## src/rtl/fizzbuzz_pkg.sv

```systemverilog
// Shared token types and flag classifier for the fizz/buzz token path.
package fizzbuzz_pkg;

  typedef enum logic [1:0] {
    TK_NUM      = 2'd0,
    TK_FIZZ     = 2'd1,
    TK_BUZZ     = 2'd2,
    TK_FIZZBUZZ = 2'd3
  } token_kind_t;

  localparam int unsigned FB_MAX_CYCLES = 100;
  localparam int unsigned FB_IDX_W      = $clog2(FB_MAX_CYCLES);

  typedef struct packed {
    token_kind_t          kind;
    logic [FB_IDX_W-1:0]  index;
  } token_t;

  // fizzbuzz wins even when it disagrees with fizz&buzz
  function automatic token_kind_t classify(input logic fizz, input logic buzz,
                                           input logic fizzbuzz);
    if (fizzbuzz || (fizz && buzz)) return TK_FIZZBUZZ;
    else if (fizz)                  return TK_FIZZ;
    else if (buzz)                  return TK_BUZZ;
    else                            return TK_NUM;
  endfunction

endpackage

```

## src/rtl/fb_sync_fifo.sv

```systemverilog
// Registered-storage synchronous FIFO with explicit occupancy count.
module fb_sync_fifo #(
  parameter int unsigned WIDTH = 9,
  parameter int unsigned DEPTH = 4
) (
  input  logic                     clk,
  input  logic                     reset,
  input  logic                     push,
  input  logic                     pop,
  input  logic [WIDTH-1:0]         din,
  output logic [WIDTH-1:0]         dout,
  output logic                     full,
  output logic                     empty,
  output logic [$clog2(DEPTH):0]   level
);

  localparam int unsigned PTR_W = $clog2(DEPTH);
  localparam int unsigned LVL_W = PTR_W + 1;

  logic [WIDTH-1:0] mem [DEPTH];
  logic [PTR_W-1:0] wr_ptr;
  logic [PTR_W-1:0] rd_ptr;
  logic             push_ok;
  logic             pop_ok;

  assign full    = (level == LVL_W'(DEPTH));
  assign empty   = (level == '0);
  assign pop_ok  = pop && !empty;
  // A pop frees the head slot this edge, so a push into a full FIFO still lands
  assign push_ok = push && (!full || pop_ok);
  assign dout    = mem[rd_ptr];

  always_ff @(posedge clk or posedge reset) begin
    if (reset) begin
      wr_ptr <= '0;
      rd_ptr <= '0;
      level  <= '0;
      for (int unsigned i = 0; i < DEPTH; i++) mem[i] <= '0;
    end else begin
      if (push_ok) begin
        mem[wr_ptr] <= din;
        wr_ptr      <= wr_ptr + PTR_W'(1);
      end
      if (pop_ok) rd_ptr <= rd_ptr + PTR_W'(1);
      case ({push_ok, pop_ok})
        2'b10:   level <= level + LVL_W'(1);
        2'b01:   level <= level - LVL_W'(1);
        default: level <= level;
      endcase
    end
  end

endmodule

```

## src/rtl/fizzbuzz_token_fifo.sv

```systemverilog
// Classifies upstream fizz/buzz flags into indexed tokens and buffers them for a sink.
module fizzbuzz_token_fifo
  import fizzbuzz_pkg::*;
#(
  parameter int unsigned MAX_CYCLES = 100,
  parameter int unsigned DEPTH      = 4,
  parameter int unsigned DROP_W     = 8,
  parameter bit          FILTER_NUM = 1'b0
) (
  input  logic                          clk,
  input  logic                          reset,
  input  logic                          in_valid,
  input  logic                          fizz,
  input  logic                          buzz,
  input  logic                          fizzbuzz,
  output logic                          dout_valid,
  input  logic                          dout_ready,
  output logic [1:0]                    dout_kind,
  output logic [$clog2(MAX_CYCLES)-1:0] dout_index,
  output logic [$clog2(DEPTH):0]        level,
  output logic                          full,
  output logic                          empty,
  output logic [DROP_W-1:0]             drop_count,
  output logic                          flag_err
);

  localparam int unsigned IDX_W = $clog2(MAX_CYCLES);

  typedef struct packed {
    token_kind_t        kind;
    logic [IDX_W-1:0]   index;
  } entry_t;

  token_kind_t      kind;
  logic [IDX_W-1:0] idx;
  logic             push_req;
  logic             pop;
  logic             drop_evt;
  entry_t           wr_entry;
  entry_t           head;

  assign kind       = classify(fizz, buzz, fizzbuzz);
  assign push_req   = in_valid && !(FILTER_NUM && (kind == TK_NUM));
  assign dout_valid = !empty;
  assign pop        = dout_valid && dout_ready;
  assign drop_evt   = push_req && full && !pop;
  assign wr_entry   = '{kind: kind, index: idx};
  assign dout_kind  = head.kind;
  assign dout_index = head.index;

  fb_sync_fifo #(
    .WIDTH ($bits(entry_t)),
    .DEPTH (DEPTH)
  ) u_fifo (
    .clk   (clk),
    .reset (reset),
    .push  (push_req),
    .pop   (pop),
    .din   (wr_entry),
    .dout  (head),
    .full  (full),
    .empty (empty),
    .level (level)
  );

  // Index advances on every valid cycle, including filtered and dropped tokens
  always_ff @(posedge clk or posedge reset) begin
    if (reset) begin
      idx <= '0;
    end else if (in_valid) begin
      idx <= (idx == IDX_W'(MAX_CYCLES - 1)) ? '0 : idx + IDX_W'(1);
    end
  end

  always_ff @(posedge clk or posedge reset) begin
    if (reset) begin
      drop_count <= '0;
    end else if (drop_evt && (drop_count != '1)) begin
      drop_count <= drop_count + DROP_W'(1);
    end
  end

  always_ff @(posedge clk or posedge reset) begin
    if (reset) begin
      flag_err <= 1'b0;
    end else if (in_valid && (fizzbuzz != (fizz & buzz))) begin
      flag_err <= 1'b1;
    end
  end

endmodule

```

## config.mk

```make
export PLATFORM = sky130hd
export DESIGN_NAME = fizzbuzz_token_fifo
export DESIGN_NICKNAME = d
export VERILOG_FILES = /design/src/rtl/fizzbuzz_pkg.sv /design/src/rtl/fb_sync_fifo.sv /design/src/rtl/fizzbuzz_token_fifo.sv
export SDC_FILE = /design/constraint.sdc
export NUM_CORES = 1
export LEC_CHECK = 0
export CELL_PAD_IN_SITES_DETAIL_PLACEMENT = 1
export CELL_PAD_IN_SITES_GLOBAL_PLACEMENT = 1
export CORE_ASPECT_RATIO = 0.9
export CORE_MARGIN = 4
export CORE_UTILIZATION = 42
export CTS_CLUSTER_SIZE = 40
export DETAILED_ROUTE_END_ITERATION = 16
export GPL_TIMING_DRIVEN = 0
export PLACE_DENSITY_LB_ADDON = 0.12
export SLEW_MARGIN = 10
export SYNTH_ARGS = -nofsm -noshare
export SYNTH_HDL_FRONTEND = slang
export SYNTH_SLANG_ARGS = --single-unit
```

## constraint.sdc

```tcl
create_clock -name clk -period 2.1 [get_ports clk]
set_input_delay 0.21 -clock clk [delete_from_list [all_inputs] [get_ports clk]]
set_output_delay 0.21 -clock clk [all_outputs]
set_load 0.005 [all_outputs]
```

==> results of run 1 <==
==> repair_timing <==
item	in CTS	in global routing
endpoints found under the hold margin	0	0
buffers inserted	9	4
pin swaps	5	5
setup endpoints to repair	11	11
cloned	0	0
resized for setup	8	8
==> worst register-to-register path: stages (launching register included) <==
cell	delay, ns
dfrtp_2	0.41
or4b_4	0.52
and2_4	0.19
inv_4	0.05
ha_4	0.12
inv_2	0.03
fa_2	0.32
xor2_1	0.14
nor2_1	0.17
xor2_1	0.16
==> per-layer routing <==
metal / up-vias / global-route usage, % / routed length, µm
met2: 26 / 25.4 / 2830
met3: 8 / 4.86 / 208
met4: 0 / 4.97 / 65
met5: - / 0 / 0
li1: 841 / - / -
met1: 934 / 21.7 / 3110
==> report_power, final <==
group	switching (mW)	leakage, nW	internal (mW)
Sequential	0.319	0.722	1.57
Combinational	0.895	0.963	1.46
Clock	0.454	0.133	0.884
==> cell usage in the layout (no fill, tap or decap), drive strengths merged, types with 2 or more instances in the layout <==
cell / count
buf: 15
xor2: 4
xnor2: 7
or2: 2
ha: 8
nand3: 6
a21oi: 3
and4: 2
dlymetal6s2s: 7
nand2: 15
mux2: 41
dfrtp: 59
clkdlybuf4s50: 21
nor2: 5
and3: 2
o21ai: 3
mux2i: 2
mux4: 9
nand4: 5
and2: 5
inv: 10
clkbuf: 17
bufinv: 3
a21o: 2
==> flip-flops by register name, indices dropped and copies added (netlist names) <==
| signal | count |
|---|---|
| drop_count | 8 |
| flag_err | 1 |
| idx | 7 |
| u_fifo.level | 3 |
| u_fifo.mem | 36 |
| u_fifo.rd_ptr | 2 |
| u_fifo.wr_ptr | 2 |
==> worst max-delay path by stage <==
stage                                  endpoint  depth (start not counted)
CTS                 u_fifo.level[2]$_DFFE_PP0P_                          9
global placement     u_fifo.mem[34]$_DFFE_PP0P_                          2
global route        u_fifo.level[2]$_DFFE_PP0P_                          9
detailed placement  u_fifo.level[2]$_DFFE_PP0P_                         11
finish              u_fifo.level[2]$_DFFE_PP0P_                          9
floorplan           u_fifo.level[2]$_DFFE_PP0P_                         10
==> area by class of cell <==
| type | count | area (µm²) | share of cell area, % |
|---|---|---|---|
| plain buffers | 7 | 38.8 | 1.02 |
| clock buffers | 12 | 165 | 4.36 |
| clock inverters | 4 | 95.1 | 2.51 |
| inverters | 10 | 42.5 | 1.12 |
| multi-input cells | 131 | 1450 | 38.2 |
| flip-flops and latches | 59 | 1480 | 39.1 |
| well taps | 90 | 113 | 2.98 |
| repair buffers | 42 | 404 | 10.7 |
==> through the flow <==
stage / TNS, ns / utilization, % / hold WS, ns
2_1_floorplan: -0.237 / - / 0.451
3_3_place_gp: -44.83 / 50.5 / 0.453
3_5_place_dp: -1.44 / 50.6 / 0.474
4_1_cts: -0.0918 / 55.3 / 0.384
5_1_grt: -0.232 / 56.0 / 0.415
6_report: -0.0905 / 56.0 / 0.357
==> logic make-up (layout without fill, tap and decap cells) <==
kind of cell / count (synthesis) / after routing / synth area share [%]
flops: 59 / 59 / 49.3
compound gates: 11 / 11 / 2.26
fa+ha+maj: 9 / 9 / 4.01
buf+inv: 19 / 75 / 3.01
simple gates: 48 / 48 / 10.9
mux: 52 / 52 / 27.4
xor+xnor: 11 / 11 / 3.22
==> run_results.csv, run 1 <==
group,metric,value,unit
sta,setup_ws,-0.0905,ns
floorplanning,initial_utilization,44.3,%
worst_setup_path,worst-setup-path-type,"reg2reg",
floorplanning,rows,28,
synth,synthTopCellsByCount,"59 x dfrtp_1, 36 x mux2_4, 11 x nand2_1",
synth,yosys.area.top_type,"dfrtp_1",
outcome,status,"finished with violations",
sta,rsz0062_at_grt,"true",
clock_network,cts_sinks,59,
power,p_leak,1.82,nW
sta,clock.fmax,457,MHz
placed_design,dp.cells,328,
layout,area_delta_synth_final,26.4,%
synth,seq_area_frac_synth,49.3,%
layout,instances_no_fill,355,
clock_network,cts_made_buffers,9,
placed_design,pre_cts_slack,-0.547,ns
worst_setup_path,cp_common_cell,"xor2_1",
layout,drive_above_1_share,37.4,%
global_routing,grt_max_degree,60,
synth,avgSynthCellArea,14.3,µm²
worst_setup_path,r2r_end,"u_fifo.level[2]$_DFFE_PP0P_",
synth,syn_nets,225,
drt,routed_wl,6220,µm
layout,antennaDiodeCount,0,
synth,ys_warn_count,0,
clock_network,cts_root_buf,"clkbuf_8",
drt,detail_route.wl_per_cell,17.5,µm
worst_setup_path,start_kind,"register",
synth,synthArstFlopShare,100,%
global_routing,grt_pass1_vias,1994,
synth,syn_area,0.00300,mm²
drt,drt_iter0_markers,21,
worst_setup_path,reg2reg_depth,9,
synth,synth_most_common_cell,"dfrtp_1",
synth,ys_top_cells_by_area,"dfrtp_1 49%, mux2_4 18%, mux4_2 6.8%",
floorplanning,die_area,0.00855,mm²
worst_setup_path,critPathSlowestCell,"or4b_4",
worst_setup_path,max_stage_delay,0.52,ns
worst_setup_path,critPathLaunch,"u_fifo.level[0]$_DFFE_PP0P_",
sta,period_minus_slack,2.19,ns
worst_setup_path,critPathRequiredTime,2.35,ns
global_routing,antenna_found_initial,0,
clock_network,clk_latency,0.34,ns
sta,relSlewSlack,50.7,%
drt,vias,1809,
worst_setup_path,path_cells,"or4b_4 > and2_4 > inv_4 > ha_4 > inv_2 > fa_2 > xor2_1 > nor2_1 > xor2_1",
sta,clock_skew,0.00927,ns
power,power,5.58,mW
clock_network,cts_buffer_depth,2,
placed_design,place_area,0.00342,mm²
clock_network,path_clk_slew,0.06,ns
outcome,violations,"negative setup slack",
drt,first_pass_iters,4,
hold_path,hold_class,"in2async",
power,pwr_density_cell,1470,mW/mm²
clock_network,htreeDepth,3,
sta,drv_slew,0,
floorplanning,pin_count,31,
global_routing,grt.total_usage,16.1,%
synth,synthCells,209,
placed_design,io_buffers,29,
drt,ant_nets,0,
layout,fillers,662,
clock_network,holdBufCountCts,0,
sta,setup_viol,1,
floorplanning,die_h,88.1,µm
sta,hold_viol_final,0,
run,max-cap-violations,0,
floorplanning,die_w,97.0,µm
global_routing,grt_pass1_wl,10500,µm
sta,fin_crit_sh,104,%
worst_setup_path,cp_top_family,"simple AND/OR/NAND/NOR gates",
worst_setup_path,critical_path.max_fanout,2,
global_routing,grt.overflow.total,0,
layout,finalNetCount,276,
drt,viasPerCell,5.10,
placed_design,gp_congestion,0.683,
sta,worstMarginPinSlew,0.740,ns
synth,yosysUniqueCellTypes,35,
drt,drc_errors,0,
worst_setup_path,critPathBufInv,2,
synth,ys.flop_type,"dfrtp_1",
synth,synth_edf_count,0,
worst_setup_path,r2r-start,"u_fifo.level[0]$_DFFE_PP0P_",
layout,final_area,0.00378,mm²
synth,ys_ff_latch,59,
worst_setup_path,endpoint_kind,"register",
clock_network,cts_tree,"yes",
power,worst_ir_drop_vdd,650,µV
floorplanning,core-area,0.00676,mm²
worst_setup_path,reg2reg_slack,-0.09,ns
placed_design,dp_hpwl,4030,µm
worst_setup_path,arrival,2.44,ns
synth,synth_top_area_share,49.3,%
Note: power is estimated with default switching activity, not from simulation.
==> run 2: changes to the inputs <==
--- a/config.mk
+++ b/config.mk
@@ -14,6 +14,7 @@
 export DETAILED_ROUTE_END_ITERATION = 16
 export GPL_TIMING_DRIVEN = 0
 export PLACE_DENSITY_LB_ADDON = 0.12
+export SETUP_SLACK_MARGIN = 0.02
 export SLEW_MARGIN = 10
 export SYNTH_ARGS = -nofsm -noshare
 export SYNTH_HDL_FRONTEND = slang
==> run 2 against run 1 <==
  * The flow still finishes with violations (negative setup slack)
  * Design area rose by 0.13%
  * Highest routed layer unchanged
  * Maximum frequency is 0.11% higher
  * Sequential share of layout area down 0.052 points
  * First-iteration DRC count is 57% higher
  * Combinational power barely moved
  * Global-route usage barely moved
  * Non-clock buffer count grew 1
  * Register-to-register slack barely moved
  * Count of clock-buffer cells in the layout is the same
  * Sequential power barely moved
==> run_results.csv, run 2 (same netlist as run 1, synthesis figures left out) <==
group,metric,value,unit
worst_setup_path,path_cells,"or4b_4 > and2_4 > inv_4 > ha_4 > inv_2 > fa_2 > xor2_1 > nor2_1 > xor2_1",
floorplanning,pin_count,31,
layout,final_area,0.00379,mm²
sta,setup_ws,-0.0882,ns
power,p_leak,1.83,nW
global_routing,grt_max_degree,60,
drt,routed_wl,6210,µm
worst_setup_path,r2r_end,"u_fifo.level[2]$_DFFE_PP0P_",
outcome,status,"finished with violations",
layout,reg.largest.list,"u_fifo.mem: 36 flops, drop_count: 8 flops, idx: 7 flops",
layout,largest_reg_flops,36,
drt,viasPerCell,5.09,
layout,drive_above_1_share,37.6,%
sta,rsz0062_at_grt,"true",
sta,clock.fmax,457,MHz
global_routing,grt_pass1_wl,10500,µm
layout,seqCellArea,0.00148,mm²
floorplanning,core-area,0.00676,mm²
clock_network,cts_made_buffers,9,
clock_network,cts_sinks,59,
drt,ant_nets,0,
global_routing,met2_usage,25.4,%
worst_setup_path,cp_common_cell,"xor2_1",
clock_network,htreeDepth,3,
global_routing,gr-usage-met1,21.6,%
power,pwr_density_cell,1470,mW/mm²
worst_setup_path,endpoint_kind,"register",
global_routing,grt.overflow.total,0,
global_routing,antenna_found_initial,0,
hold_path,hold_class,"in2async",
worst_setup_path,r2r-start,"u_fifo.level[0]$_DFFE_PP0P_",
layout,antennaDiodeCount,0,
clock_network,clk_latency,0.34,ns
layout,final_util,56.1,%
global_routing,top_usage_layer,"met2",
placed_design,pre_cts_slack,-0.547,ns
layout,layout_common_cells,"56 x dfrtp_1, 36 x mux2_4, 19 x clkdlybuf4s50_1, 14 x buf_4, 12 x clkbuf_8",
layout,top_register,"u_fifo.mem",
worst_setup_path,critPathRequiredTime,2.35,ns
worst_setup_path,critPathSlowestCell,"or4b_4",
placed_design,gp_congestion,0.683,
worst_setup_path,start_kind,"register",
layout,final_common_cell,"dfrtp_1",
sta,hold_viol_final,0,
placed_design,place_area,0.00342,mm²
worst_setup_path,max_stage_delay,0.52,ns
floorplanning,die_w,97.0,µm
sta,setup_viol,1,
sta,worstMarginPinSlew,0.736,ns
clock_network,cts_buffer_depth,2,
worst_setup_path,worst-setup-path-type,"reg2reg",
sta,relSlewSlack,51.0,%
layout,instances_no_fill,356,
outcome,violations,"negative setup slack",
drt,first_pass_iters,4,
floorplanning,die_h,88.1,µm
drt,vias,1811,
layout,fillers,659,
layout,multi_input_area,0.00145,mm²
run,max-cap-violations,0,
floorplanning,die_area,0.00855,mm²
drt,detail_route.wl_per_cell,17.4,µm
global_routing,grt_pass1_vias,1996,
global_routing,use_met3,4.86,%
sta,clock_skew,0.0103,ns
clock_network,cts_root_buf,"clkbuf_8",
clock_network,path_clk_slew,0.06,ns
placed_design,dp_hpwl,4030,µm
placed_design,io_buffers,29,
layout,area_delta_synth_final,26.5,%
worst_setup_path,arrival,2.44,ns
clock_network,holdBufCountCts,0,
sta,fin_crit_sh,104,%
worst_setup_path,critical_path.max_fanout,2,
drt,drc_errors,0,
power,worst_ir_drop_vdd,651,µV
floorplanning,initial_utilization,44.3,%
global_routing,grt.total_usage,16.1,%
worst_setup_path,reg2reg_slack,-0.09,ns
floorplanning,rows,28,
sta,drv_slew,0,
worst_setup_path,reg2reg_depth,9,
drt,drt_iter0_markers,33,
clock_network,cts_tree,"yes",
placed_design,dp.cells,328,
sta,period_minus_slack,2.19,ns
layout,finalNetCount,277,
==> run 2: cell type report <==
cell class / count / area share [%]
Sequential cell: 59 / 39.1
Multi-Input combinational cell: 131 / 38.2
Timing Repair Buffer: 43 / 10.8
Clock buffer: 12 / 4.36
Tap cell: 90 / 2.97
Clock inverter: 4 / 2.51
Inverter: 10 / 1.12
Buffer: 7 / 1.02
==> run 2: report_power, final <==
group          switching (mW)  internal, mW  total, mW
Combinational           0.893          1.46       2.35
Sequential              0.316          1.57       1.88
Clock                   0.455         0.884       1.34
==> run 2: stage by stage <==
stage / power, mW / setup TNS, ns / hold slack [ns]
2_1_floorplan: 3.35 / -0.237 / 0.451
3_3_place_gp: 4.08 / -44.83 / 0.453
3_5_place_dp: 4.15 / -1.44 / 0.474
4_1_cts: 5.63 / -0.0918 / 0.384
5_1_grt: 5.92 / -0.232 / 0.415
6_report: 5.57 / -0.0882 / 0.358
==> run 2: how the worst max path moves through the flow <==
stage,slack (ns),depth (start not counted),endpoint,from
final,-0.09,9,u_fifo.level[2]$_DFFE_PP0P_,u_fifo.level[0]$_DFFE_PP0P_
after global routing,-0.18,9,u_fifo.level[2]$_DFFE_PP0P_,u_fifo.level[0]$_DFFE_PP0P_
after global placement,-0.74,2,u_fifo.mem[34]$_DFFE_PP0P_,reset
after CTS,-0.09,9,u_fifo.level[2]$_DFFE_PP0P_,u_fifo.level[1]$_DFFE_PP0P_
after floorplan,-0.18,10,u_fifo.level[2]$_DFFE_PP0P_,u_fifo.level[1]$_DFFE_PP0P_
after detailed placement,-0.55,11,u_fifo.level[2]$_DFFE_PP0P_,dout_ready
==> run 2: critical path, delay by kind of cell, from the launching register on <==
kind          cells  cell delay [ns]
simple gates      3             0.88
xor+xnor          2             0.29
fa+ha+maj         2             0.44
buf+inv           2             0.08
flops             1             0.41
==> run 2: repair_timing <==
item                       4_1_cts  5_1_grt
pin swaps                        5        5
setup endpoints to repair       11        9
hold endpoints to repair         0        0
gates resized for setup         10        8
buffers inserted                10        4
==> run 2: per-layer routing <==
layer / part of all wire (%) / vias to the layer above / wire length [µm]
met2: 45 / 30 / 2820
li1: - / 842 / -
met4: 1.0 / 0 / 65
met3: 3.7 / 8 / 231
met1: 50 / 931 / 3090
met5: 0 / - / 0
==> run 3: changes to the inputs <==
--- a/config.mk
+++ b/config.mk
@@ -7,7 +7,7 @@
 export LEC_CHECK = 0
 export CELL_PAD_IN_SITES_DETAIL_PLACEMENT = 1
 export CELL_PAD_IN_SITES_GLOBAL_PLACEMENT = 1
-export CORE_ASPECT_RATIO = 0.9
+export CORE_ASPECT_RATIO = 1.2
 export CORE_MARGIN = 4
 export CORE_UTILIZATION = 42
 export CTS_CLUSTER_SIZE = 40
==> run 3 against run 2 <==
  * The run still ends with negative setup slack left
  * Non-clock buffer count decreased by 1
  * Combinational power about the same
  * Clock skew decreased by 0.0020 ns
  * Sequential power about the same
  * Utilization decreased by 2.2 points
  * Critical path depth unchanged
  * Highest routed layer unchanged
  * Maximum frequency increased by 3.3%
  * Count of clock-buffer cells in the layout decreased by 1
  * Worst hold slack got worse by 0.013 ns
  * Via count decreased by 0.28%
  * First-iteration DRC count increased by 76%
==> run_results.csv, run 3 (same netlist as run 1, synthesis figures left out) <==
group,metric,value,unit
layout,final_common_cell,"dfrtp_1",
drt,drt_iter0_markers,58,
worst_setup_path,arrival,2.38,ns
drt,vias,1806,
sta,drv_slew,0,
layout,finalNetCount,276,
power,worst_ir_drop_vdd,622,µV
clock_network,cts_buffer_depth,2,
clock_network,cts_made_buffers,9,
placed_design,gp_congestion,0.762,
outcome,violations,"negative setup slack",
sta,rsz0062_at_grt,"true",
power,pwr_density_cell,1430,mW/mm²
sta,clock_skew,0.00839,ns
layout,layout_common_cells,"56 x dfrtp_1, 36 x mux2_4, 25 x clkdlybuf4s50_1, 13 x buf_4, 11 x nand2_1",
global_routing,grt_pass1_wl,10700,µm
layout,final_area,0.00371,mm²
drt,drc_errors,0,
run,max-cap-violations,0,
worst_setup_path,path_cells,"or4b_4 > and2_4 > inv_4 > ha_4 > inv_2 > fa_2 > xor2_1 > nor2_1 > xor2_1",
worst_setup_path,reg2reg_depth,9,
layout,drive_above_1_share,37.0,%
floorplanning,die_w,85.1,µm
power,p_sw_share,31.4,%
worst_setup_path,critPathSlowestCell,"or4b_4",
global_routing,grt_pass1_vias,2060,
worst_setup_path,start_kind,"register",
sta,hold_viol_final,0,
layout,reg.largest.list,"u_fifo.mem: 36 flops, drop_count: 8 flops, idx: 7 flops",
power,p_switching,1.66,mW
outcome,status,"finished with violations",
drt,viasPerCell,5.13,
floorplanning,core-area,0.00690,mm²
floorplanning,rows,33,
placed_design,io_buffers,29,
layout,antennaDiodeCount,0,
sta,hold-worst-slack,0.346,ns
layout,final_util,53.8,%
hold_path,hold_class,"in2async",
sta,relSlewSlack,50.0,%
clock_network,cts_tree,"yes",
power,power_frac_comb,45.0,%
power,p_leak,1.76,nW
drt,first_pass_iters,4,
placed_design,dp_hpwl,3960,µm
layout,largest_reg_flops,36,
power,internal-power,3.64,mW
worst_setup_path,endpoint_kind,"register",
sta,setup_ws,-0.0179,ns
sta,period_minus_slack,2.12,ns
floorplanning,pin_count,31,
worst_setup_path,cp_common_cell,"xor2_1",
floorplanning,initial_utilization,43.4,%
clock_network,path_clk_slew,0.07,ns
sta,worstMarginPinSlew,0.750,ns
clock_network,cts_root_buf,"clkbuf_8",
sta,fin_crit_sh,101,%
floorplanning,die_h,101,µm
global_routing,antenna_found_initial,0,
worst_setup_path,max_stage_delay,0.53,ns
sta,setup_viol,1,
floorplanning,die_area,0.00855,mm²
sta,clock.fmax,472,MHz
drt,ant_nets,0,
drt,detail_route.wl_per_cell,17.5,µm
worst_setup_path,worst-setup-path-type,"reg2reg",
worst_setup_path,critPathRequiredTime,2.37,ns
clock_network,clk_latency,0.34,ns
worst_setup_path,critical_path.max_fanout,2,
global_routing,grt_max_degree,60,
clock_network,htreeDepth,3,
clock_network,cts_sinks,59,
power,clock_power_share,19.6,%
drt,routed_wl,6170,µm
layout,top_register,"u_fifo.mem",
placed_design,place_area,0.00341,mm²
layout,area_delta_synth_final,23.9,%
global_routing,grt.total_usage,16.3,%
power,seq_power_share,35.4,%
global_routing,grt.overflow.total,0,
## run 3: cell count changes in the layout (fill, tap and decap cells not counted), moves of 2 or more
cell             delta
dlymetal6s2s_1      -3
clkinv_2            +2
dlygate4sd2_1       -3
clkbuf_8            -2
bufinv_16           -2
clkdlybuf4s50_1     +6
## run 3: worst max-delay path: cells and delay by family, from the launching register on
family                   cells  cell delay (ns)
AND/OR/NAND/NOR              3             0.83
adder cells (fa/ha/maj)      2             0.44
buffers and inverters        2             0.09
XOR/XNOR                     2             0.28
flip-flops                   1             0.40
## run 3: metal layers
layer	wire length, µm	GRT usage [%]
met1	2830	20.8
met5	0	0
met2	2960	26.5
met4	122	8.16
met3	253	3.19
## run 3: layout make-up
type | count | area, µm²
multi-input combinational | 131 | 1450
timing repair buffer | 42 | 398
tap | 87 | 109
buffer | 7 | 38.8
inverter | 10 | 42.5
fill | 684 | 3180
clock inverter | 5 | 52.6
clock buffer | 11 | 141
sequential | 59 | 1480
## run 3: path summary, 6_finish.rpt
| kind | slack, ns | to | startpoint |
|---|---|---|---|
| min in group clk | 0.35 | flag_err$_DFFE_PP0P_ | in_valid |
| worst min-delay path | 0.35 | u_fifo.level[1]$_DFFE_PP0P_ | reset |
| worst max register to register | -0.02 | u_fifo.level[2]$_DFFE_PP0P_ | u_fifo.level[0]$_DFFE_PP0P_ |
| max in group asynchronous | 1.20 | u_fifo.level[0]$_DFFE_PP0P_ | reset |
| worst max-delay path | -0.02 | u_fifo.level[2]$_DFFE_PP0P_ | u_fifo.level[0]$_DFFE_PP0P_ |
| worst min register to register | 0.46 | flag_err$_DFFE_PP0P_ | flag_err$_DFFE_PP0P_ |
## run 3: timing repair
action,CTS,global route
buffers inserted,10,3
pin swaps,4,0
gates cloned,0,0
setup endpoints to repair,12,9
hold buffers,0,0
resized for setup,7,6
## run 3: power by group through the flow
stage / clock [mW] / sequential [mW] / combinational (mW)
finish: 1.04 / 1.88 / 2.38
global route: 1.14 / 1.94 / 2.58
CTS: 1.07 / 1.88 / 2.39
detailed placement: 0 / 1.88 / 2.25
global placement: 0 / 1.86 / 2.20
floorplan: 0 / 1.79 / 1.56
## run 3: per-stage QoR
stage | setup TNS (ns) | instances | setup WS (ns) | total power, mW
4_1_cts | -0.0203 | 349 | -0.0203 | 5.34
3_3_place_gp | -44.16 | 325 | -0.736 | 4.06
6_report | -0.0179 | 352 | -0.0179 | 5.30
3_5_place_dp | -1.47 | 325 | -0.484 | 4.13
5_1_grt | -0.137 | 352 | -0.137 | 5.66
2_1_floorplan | -0.237 | 209 | -0.181 | 3.35
